<file path="src/rtl/key_sequencer_if.sv">
// ---------------------------------------------------------------------------
// key_sequencer_if
//
// Command handshake between a command source (testbench, on-board
// controller or UART bridge) and the key_sequencer.
//
// Signals:
//   cmd_valid  source -> sequencer  a command is present on cmd_key
//   cmd_key    source -> sequencer  index (0..3) of the KEY line to pulse
//   cmd_ready  sequencer -> source  command buffer has room; a command is
//                                   taken on any posedge where
//                                   cmd_valid & cmd_ready
//
// Modports:
//   master  the command source
//   slave   the key_sequencer
// ---------------------------------------------------------------------------
interface key_sequencer_if;
    logic       cmd_valid;
    logic [1:0] cmd_key;
    logic       cmd_ready;

    modport master (
        output cmd_valid,
        output cmd_key,
        input  cmd_ready
    );

    modport slave (
        input  cmd_valid,
        input  cmd_key,
        output cmd_ready
    );
endinterface

</file>
<file path="src/rtl/key_sequencer.sv">
// ---------------------------------------------------------------------------
// key_sequencer
//
// Scripted push-button generator. Commands naming a KEY line (0..3) are
// buffered in a small in-order FIFO and replayed one at a time as an
// active-low press of PRESS_CYCLES clocks followed by GAP_CYCLES clocks with
// every line released. Receivers built on the usual 3-flop key
// synchronisers see exactly one release event per command. HEX0 shows the
// index of the most recently released key.
//
// Parameters:
//   PRESS_CYCLES  clocks a KEY line is held low per press (>= 3)
//   GAP_CYCLES    clocks all lines stay high after each release (>= 3)
//   FIFO_DEPTH    command buffer entries (power of 2, >= 2)
//   CNT_W         width of the press/gap down-counter; must hold
//                 max(PRESS_CYCLES, GAP_CYCLES)
//
// Ports:
//   CLOCK_50  in   system clock, all logic on posedge
//   reset     in   asynchronous active-high reset, clears all state
//   cmd       if   command handshake (slave side): cmd_valid, cmd_key in,
//                  cmd_ready out (FIFO not full)
//   KEY       out  active-low button lines, idle 4'b1111
//   busy      out  press/gap in progress or FIFO non-empty
//   pending   out  FIFO occupancy, not counting the key being pulsed
//   HEX0      out  active-low seven-segment digit of the last released key
// ---------------------------------------------------------------------------
module key_sequencer #(
    parameter int PRESS_CYCLES = 4,
    parameter int GAP_CYCLES   = 4,
    parameter int FIFO_DEPTH   = 4,
    parameter int CNT_W        = 16
) (
    input  logic                        CLOCK_50,
    input  logic                        reset,
    key_sequencer_if.slave              cmd,
    output logic [3:0]                  KEY,
    output logic                        busy,
    output logic [$clog2(FIFO_DEPTH):0] pending,
    output logic [6:0]                  HEX0
);

    localparam int AW = $clog2(FIFO_DEPTH);
    localparam int PW = AW + 1;

    localparam logic [PW-1:0]    FULL_COUNT = PW'(FIFO_DEPTH);
    localparam logic [CNT_W-1:0] PRESS_LOAD = CNT_W'(PRESS_CYCLES - 1);
    localparam logic [CNT_W-1:0] GAP_LOAD   = CNT_W'(GAP_CYCLES - 1);
    localparam logic [3:0]       KEY_IDLE   = 4'b1111;
    localparam logic [6:0]       HEX_BLANK  = 7'b1111111;

    typedef enum logic [1:0] {
        IDLE  = 2'd0,
        PRESS = 2'd1,
        GAP   = 2'd2
    } state_t;

    state_t           state;
    logic [CNT_W-1:0] count;
    logic [1:0]       active_key;

    logic [1:0]       fifo_mem [FIFO_DEPTH];
    logic [AW-1:0]    wr_ptr;
    logic [AW-1:0]    rd_ptr;

    logic             fifo_empty;
    logic             push;
    logic             pop;
    logic [1:0]       head_key;

    // Seven-segment pattern (active-low, segment g in bit 6) for a key index.
    function automatic logic [6:0] seg(input logic [1:0] k);
        logic [6:0] pattern;
        pattern = HEX_BLANK;
        case (k)
            2'd0: pattern = 7'b1000000;
            2'd1: pattern = 7'b1111001;
            2'd2: pattern = 7'b0100100;
            2'd3: pattern = 7'b0110000;
            default: pattern = HEX_BLANK;
        endcase
        return pattern;
    endfunction

    // Handshake and status decode. cmd_ready looks only at the occupancy
    // registered before the edge, so a full buffer refuses a command even in
    // a cycle where it also hands one to the FSM; nothing is ever overwritten.
    assign fifo_empty    = (pending == '0);
    assign cmd.cmd_ready = (pending != FULL_COUNT);
    assign busy          = (state != IDLE) || !fifo_empty;
    assign push          = cmd.cmd_valid && cmd.cmd_ready;
    assign head_key      = fifo_mem[rd_ptr];

    // The FSM takes the head of the FIFO either straight from IDLE or on the
    // final GAP edge, which gives back-to-back presses with no idle cycle in
    // between. A command written at this same edge is not yet visible here,
    // which is what sets the one-cycle latency from acceptance to press.
    always_comb begin
        pop = 1'b0;
        case (state)
            IDLE:    pop = !fifo_empty;
            GAP:     pop = !fifo_empty && (count == '0);
            default: pop = 1'b0;
        endcase
    end

    // Command FIFO: a power-of-two ring so the pointers wrap on their own.
    // Occupancy is tracked separately so full and empty are unambiguous;
    // a simultaneous push and pop leaves it unchanged.
    always_ff @(posedge CLOCK_50 or posedge reset) begin
        if (reset) begin
            wr_ptr  <= '0;
            rd_ptr  <= '0;
            pending <= '0;
            for (int i = 0; i < FIFO_DEPTH; i++) begin
                fifo_mem[i] <= '0;
            end
        end else begin
            if (push) begin
                fifo_mem[wr_ptr] <= cmd.cmd_key;
                wr_ptr           <= wr_ptr + AW'(1);
            end
            if (pop) begin
                rd_ptr <= rd_ptr + AW'(1);
            end
            case ({push, pop})
                2'b10:   pending <= pending + PW'(1);
                2'b01:   pending <= pending - PW'(1);
                default: pending <= pending;
            endcase
        end
    end

    // Press sequencer. KEY only changes on the edge that enters PRESS and the
    // edge that leaves it, so at most one line is ever low and the GAP phase
    // is guaranteed all-high. The counter is loaded with length-1 and the
    // phase ends on the edge where it is already zero, giving exactly
    // PRESS_CYCLES low cycles and GAP_CYCLES high cycles. Reset forces every
    // line high at once; a receiver sees that as one release, which is
    // accepted.
    always_ff @(posedge CLOCK_50 or posedge reset) begin
        if (reset) begin
            state      <= IDLE;
            count      <= '0;
            active_key <= '0;
            KEY        <= KEY_IDLE;
            HEX0       <= HEX_BLANK;
        end else begin
            case (state)
                IDLE: begin
                    if (pop) begin
                        active_key <= head_key;
                        KEY        <= ~(4'b0001 << head_key);
                        count      <= PRESS_LOAD;
                        state      <= PRESS;
                    end
                end
                PRESS: begin
                    if (count == '0) begin
                        KEY   <= KEY_IDLE;
                        HEX0  <= seg(active_key);
                        count <= GAP_LOAD;
                        state <= GAP;
                    end else begin
                        count <= count - CNT_W'(1);
                    end
                end
                GAP: begin
                    if (count == '0) begin
                        if (pop) begin
                            active_key <= head_key;
                            KEY        <= ~(4'b0001 << head_key);
                            count      <= PRESS_LOAD;
                            state      <= PRESS;
                        end else begin
                            state <= IDLE;
                        end
                    end else begin
                        count <= count - CNT_W'(1);
                    end
                end
                default: begin
                    KEY   <= KEY_IDLE;
                    count <= '0;
                    state <= IDLE;
                end
            endcase
        end
    end

endmodule
</file>
<file path="src/flat_wrapper.sv">
// flat-port wrapper written by rule: the top's interface ports become plain ports
module key_sequencer_flat 
#(
    parameter int PRESS_CYCLES = 4,
    parameter int GAP_CYCLES   = 4,
    parameter int FIFO_DEPTH   = 4,
    parameter int CNT_W        = 16
)
  (CLOCK_50, reset, KEY, busy, pending, HEX0, cmd_cmd_valid, cmd_cmd_key, cmd_cmd_ready);
  key_sequencer_if cmd_i ();
  input  logic CLOCK_50;
  input  logic reset;
  output logic [3:0] KEY;
  output logic busy;
  output logic [$clog2(FIFO_DEPTH):0] pending;
  output logic [6:0] HEX0;
  input wire logic [$bits(cmd_i.cmd_valid)-1:0] cmd_cmd_valid;
  input wire logic [$bits(cmd_i.cmd_key)-1:0] cmd_cmd_key;
  output wire logic [$bits(cmd_i.cmd_ready)-1:0] cmd_cmd_ready;
  assign cmd_i.cmd_valid = cmd_cmd_valid;
  assign cmd_i.cmd_key = cmd_cmd_key;
  assign cmd_cmd_ready = cmd_i.cmd_ready;
  key_sequencer #(.PRESS_CYCLES(PRESS_CYCLES), .GAP_CYCLES(GAP_CYCLES), .FIFO_DEPTH(FIFO_DEPTH), .CNT_W(CNT_W)) u_core (.CLOCK_50(CLOCK_50), .reset(reset), .cmd(cmd_i), .KEY(KEY), .busy(busy), .pending(pending), .HEX0(HEX0));
endmodule
</file>
<file path="config.mk">
export PLATFORM = sky130hd
export DESIGN_NAME = key_sequencer_flat
export DESIGN_NICKNAME = d
export VERILOG_FILES = /design/src/rtl/key_sequencer_if.sv /design/src/rtl/key_sequencer.sv /design/src/flat_wrapper.sv
export SDC_FILE = /design/constraint.sdc
export NUM_CORES = 1
export LEC_CHECK = 0
export CORE_MARGIN = 3
export CORE_UTILIZATION = 55
export CTS_BUF_LIST = sky130_fd_sc_hd__clkbuf_8
export DETAILED_ROUTE_END_ITERATION = 8
export PLACE_DENSITY = 0.76
export SYNTH_ARGS = -nofsm -noshare
export SYNTH_HDL_FRONTEND = slang
export SYNTH_SLANG_ARGS = --single-unit
</file>
<file path="constraint.sdc">
create_clock -name CLOCK_50 -period 3.04 [get_ports CLOCK_50]
set_input_delay 0.456 -clock CLOCK_50 [delete_from_list [all_inputs] [get_ports CLOCK_50]]
set_output_delay 0.456 -clock CLOCK_50 [all_outputs]
set_load 0.05 [all_outputs]
</file>
==> impl_metrics.env <==
export IMPL_ys_flop_type="dfrtp_1"
export IMPL_synth_area_um2=2440
export IMPL_synth_cell_types=64
export IMPL_cts_clk_slew_worst_paths_ns=0.09
export IMPL_synth_compound_area_share_pct=12.3
export IMPL_io_pins=21
export IMPL_grt_max_degree=28
export IMPL_final_layout_size_suffix_gt1_share_pct=20.7
export IMPL_wl_per_cell_um=16.4
export IMPL_ys_warnings_count=0
export IMPL_hold_viol_final=0
export IMPL_nFillCells=323
export IMPL_muxShareOfSynthArea_pct=9.55
export IMPL_worst_path_buf_inv=3
export IMPL_holdWs_ns=0.472
export IMPL_grt_ovfl_total=0
export IMPL_yosysTopAreaCell="dfrtp_1"
export IMPL_tns_ns=0
export IMPL_setup_viol=0
export IMPL_cts_hold_buf=0
export IMPL_synth_simple_area_share_pct=18.6
export IMPL_grt_usage_pct=21.2
export IMPL_outcome="completed"
export IMPL_drt_wl_total_mm=4.78
export IMPL_synth_top_area_share_pct=35.9
export IMPL_synthAdderAreaFrac_pct=3.90
export IMPL_vias_per_cell=5.93
export IMPL_finClkSkew_ns=0.00962
export IMPL_synth_fp_nets=227
export IMPL_clock_path_buffers=2
export IMPL_path_depth=5
export IMPL_crit_path_start_kind="flop"
export IMPL_port_buffers=20
export IMPL_core_um2=4140
export IMPL_crit_slowest_cell="clkdlybuf4s50_1"
export IMPL_vias=1732
export IMPL_ant_nets=0
export IMPL_max_freq_ghz=0.358
export IMPL_die_h_um=72.6
export IMPL_grt_pass1_vias=1741
export IMPL_n_antenna_cell=0
export IMPL_synth_edf_count=0
export IMPL_arrival_ns=2.34
export IMPL_htree_levels=2
export IMPL_synth_xor_area_share_pct=3.23
export IMPL_cts_buffers=5
export IMPL_required_ns=2.58
export IMPL_place_area_um2=2690
export IMPL_antenna_found_initial=0
export IMPL_irDropWorstVdd_mv=0.648
export IMPL_synthCells=215
export IMPL_cts_tree="built"
export IMPL_drt_pass1_iter_count=4
export IMPL_yosys_register_bits=45
export IMPL_timing_final_crit_share_pct=91.9
export IMPL_leakagePower_uw=0.00117
export IMPL_layout_nets=253
export IMPL_max_slew_margin_pct=40.0
export IMPL_grt_pass1_wl_mm=8.54
export IMPL_cpPeakStageDelay_ns=0.71
export IMPL_endpoint_kind="output port"
export IMPL_drc=0
export IMPL_globalplace_congestion=0.921
export IMPL_async_reset_ff_share_pct=100
export IMPL_place_hpwl_mm=3.43
export IMPL_fin_crit_ns=2.79
export IMPL_synth_top_family_by_area="simple AND/OR/NAND/NOR gates"
export IMPL_max_slew_worst_pin_slew_ns=0.900
export IMPL_synth_area_leaders="dfrtp_1 (36%), dfstp_2 (11%), mux2_2 (3.7%)"
export IMPL_avgSynthCellArea_um2=11.3
export IMPL_clk_latency_ns=0.31
export IMPL_die_w_um=72.6
export IMPL_hold_path_class="input pin to async pin"
export IMPL_first_iter_violations=112
export IMPL_maxCapViolations=0
export IMPL_cts_resized_gates=0
export IMPL_rsz0062_at_grt="false"
export IMPL_synth_seq_area_share_pct=46.7
export IMPL_area_growth_pct=15.0
export IMPL_power_uw=2840
export IMPL_design_area_um2=2800
export IMPL_finalMaxSlewViolations=0
export IMPL_p_per_area_nw_per_um2=1010
export IMPL_cp_top_family="buffers and inverters"
export IMPL_clkSinkCount=45
export IMPL_r2r_cells=12
export IMPL_post_cts_buffers=0
export IMPL_cts_root_buf="clkbuf_8"
export IMPL_criticalPathCategory="flop to output port"
export IMPL_die_area_um2=5270
export IMPL_path_cells="nor4_4, buf_4, and2_1, inv_2, clkdlybuf4s50_1"
export IMPL_cp_max_fo=10
export IMPL_initial_utilization_pct=58.8
export IMPL_rows=23
[worst paths after layout]
check                                            start                             to  slack, ns
setup / recovery           u_core.state[0]$_DFFE_PP0P_                           busy       0.25
hold / removal                                   reset   u_core.wr_ptr[1]$_DFFE_PP0P_       0.47
setup reg to reg             u_core.count[0]$_DFF_PP0_  u_core.pending[2]$_DFFE_PP0P_       0.42
hold reg to reg             u_core.HEX0[5]$_DFFE_PP1P_     u_core.HEX0[5]$_DFFE_PP1P_       0.47
max in group asynchronous                        reset     u_core.HEX0[3]$_DFFE_PP1P_       1.80
min in group CLOCK_50       u_core.HEX0[5]$_DFFE_PP1P_     u_core.HEX0[5]$_DFFE_PP1P_       0.47
[flip-flops by register name (all words and copies together), names as in the netlist]
signal             flops
u_core.HEX0            6
u_core.fifo_mem        8
u_core.active_key      2
u_core.state           2
u_core.count          16
u_core.KEY             4
u_core.wr_ptr          2
u_core.rd_ptr          2
u_core.pending         3
[synth_stat cells, types with 3 or more instances]
| library cell | number |
|---|---|
| xor2_1 | 4 |
| nor2_1 | 10 |
| nor3_1 | 5 |
| a21oi_1 | 7 |
| or4_1 | 3 |
| dfstp_2 | 10 |
| nor4_1 | 4 |
| nor2b_1 | 3 |
| nand3_1 | 8 |
| o21ai_1 | 3 |
| nand4_1 | 4 |
| xnor2_1 | 5 |
| buf_6 | 3 |
| dfrtp_1 | 35 |
| o32a_1 | 4 |
| mux2_2 | 8 |
| mux2_4 | 3 |
| nand2_1 | 11 |
| ha_1 | 6 |
| o21ai_0 | 4 |
| inv_1 | 20 |
| mux2i_1 | 3 |
[report_power, final]
part	internal [µW]	total, µW	switching, µW
clock network	244	463	220
logic	534	1190	659
registers	871	1180	313
[placed cells by master, fill, tap and decap left out, types with 5 or more instances in the layout]
cell | synthesis | layout
a21oi_1 | 7 | 7
inv_1 | 20 | 20
nand2_1 | 11 | 11
dfrtp_1 | 35 | 35
xnor2_1 | 5 | 5
nor2_1 | 10 | 10
mux2_2 | 8 | 8
nor3_1 | 5 | 5
dfstp_2 | 10 | 10
nand3_1 | 8 | 8
clkdlybuf4s50_1 | 0 | 20
buf_4 | 1 | 7
clkbuf_8 | 0 | 5
ha_1 | 6 | 6
[cell type report]
class	count	area, µm²	area share [%]
Tap cell	50	62.6	2.23
Inverter	21	78.8	2.81
Timing Repair Buffer	27	253	9.01
Clock buffer	5	68.8	2.45
Sequential cell	45	1140	40.6
Clock inverter	3	42.5	1.52
Multi-Input combinational cell	141	1160	41.4
[per-layer routing]
| layer | global-route usage (%) | wire length, µm |
|---|---|---|
| met1 | 31.3 | 2290 |
| met2 | 29.4 | 2140 |
| met3 | 5.79 | 276 |
| met4 | 8.40 | 79 |
| met5 | 0 | 0 |
[through the flow]
stage               setup slack, ns  utilization [%]  instances
finish                        0.245             67.7        292
global route                  0.140             67.7        292
CTS                           0.238             67.7        292
detailed placement            0.423             65.0        284
global placement              0.527             65.0        284
floorplan                     0.346                -        215
[worst register-to-register path, stage by stage (launching register included)]
cell     delay (ns)
dfrtp_1        0.46
inv_1          0.09
ha_1           0.21
nor4b_4        0.22
a41o_2         0.30
nand2_2        0.15
inv_1          0.10
ha_1           0.18
inv_1          0.06
fa_1           0.38
xor2_1         0.15
nor2_1         0.11
xor2_1         0.14
[kinds of logic after synthesis]
logic type / after synthesis
muxes: 18
and+or+nand+nor: 68
AOI/OAI and AO/OA: 39
xor gates and xnor gates: 9
buffers and inverters: 29
adders and majority gates: 7
DFF: 45
Note: power is estimated with default switching activity, not from simulation.
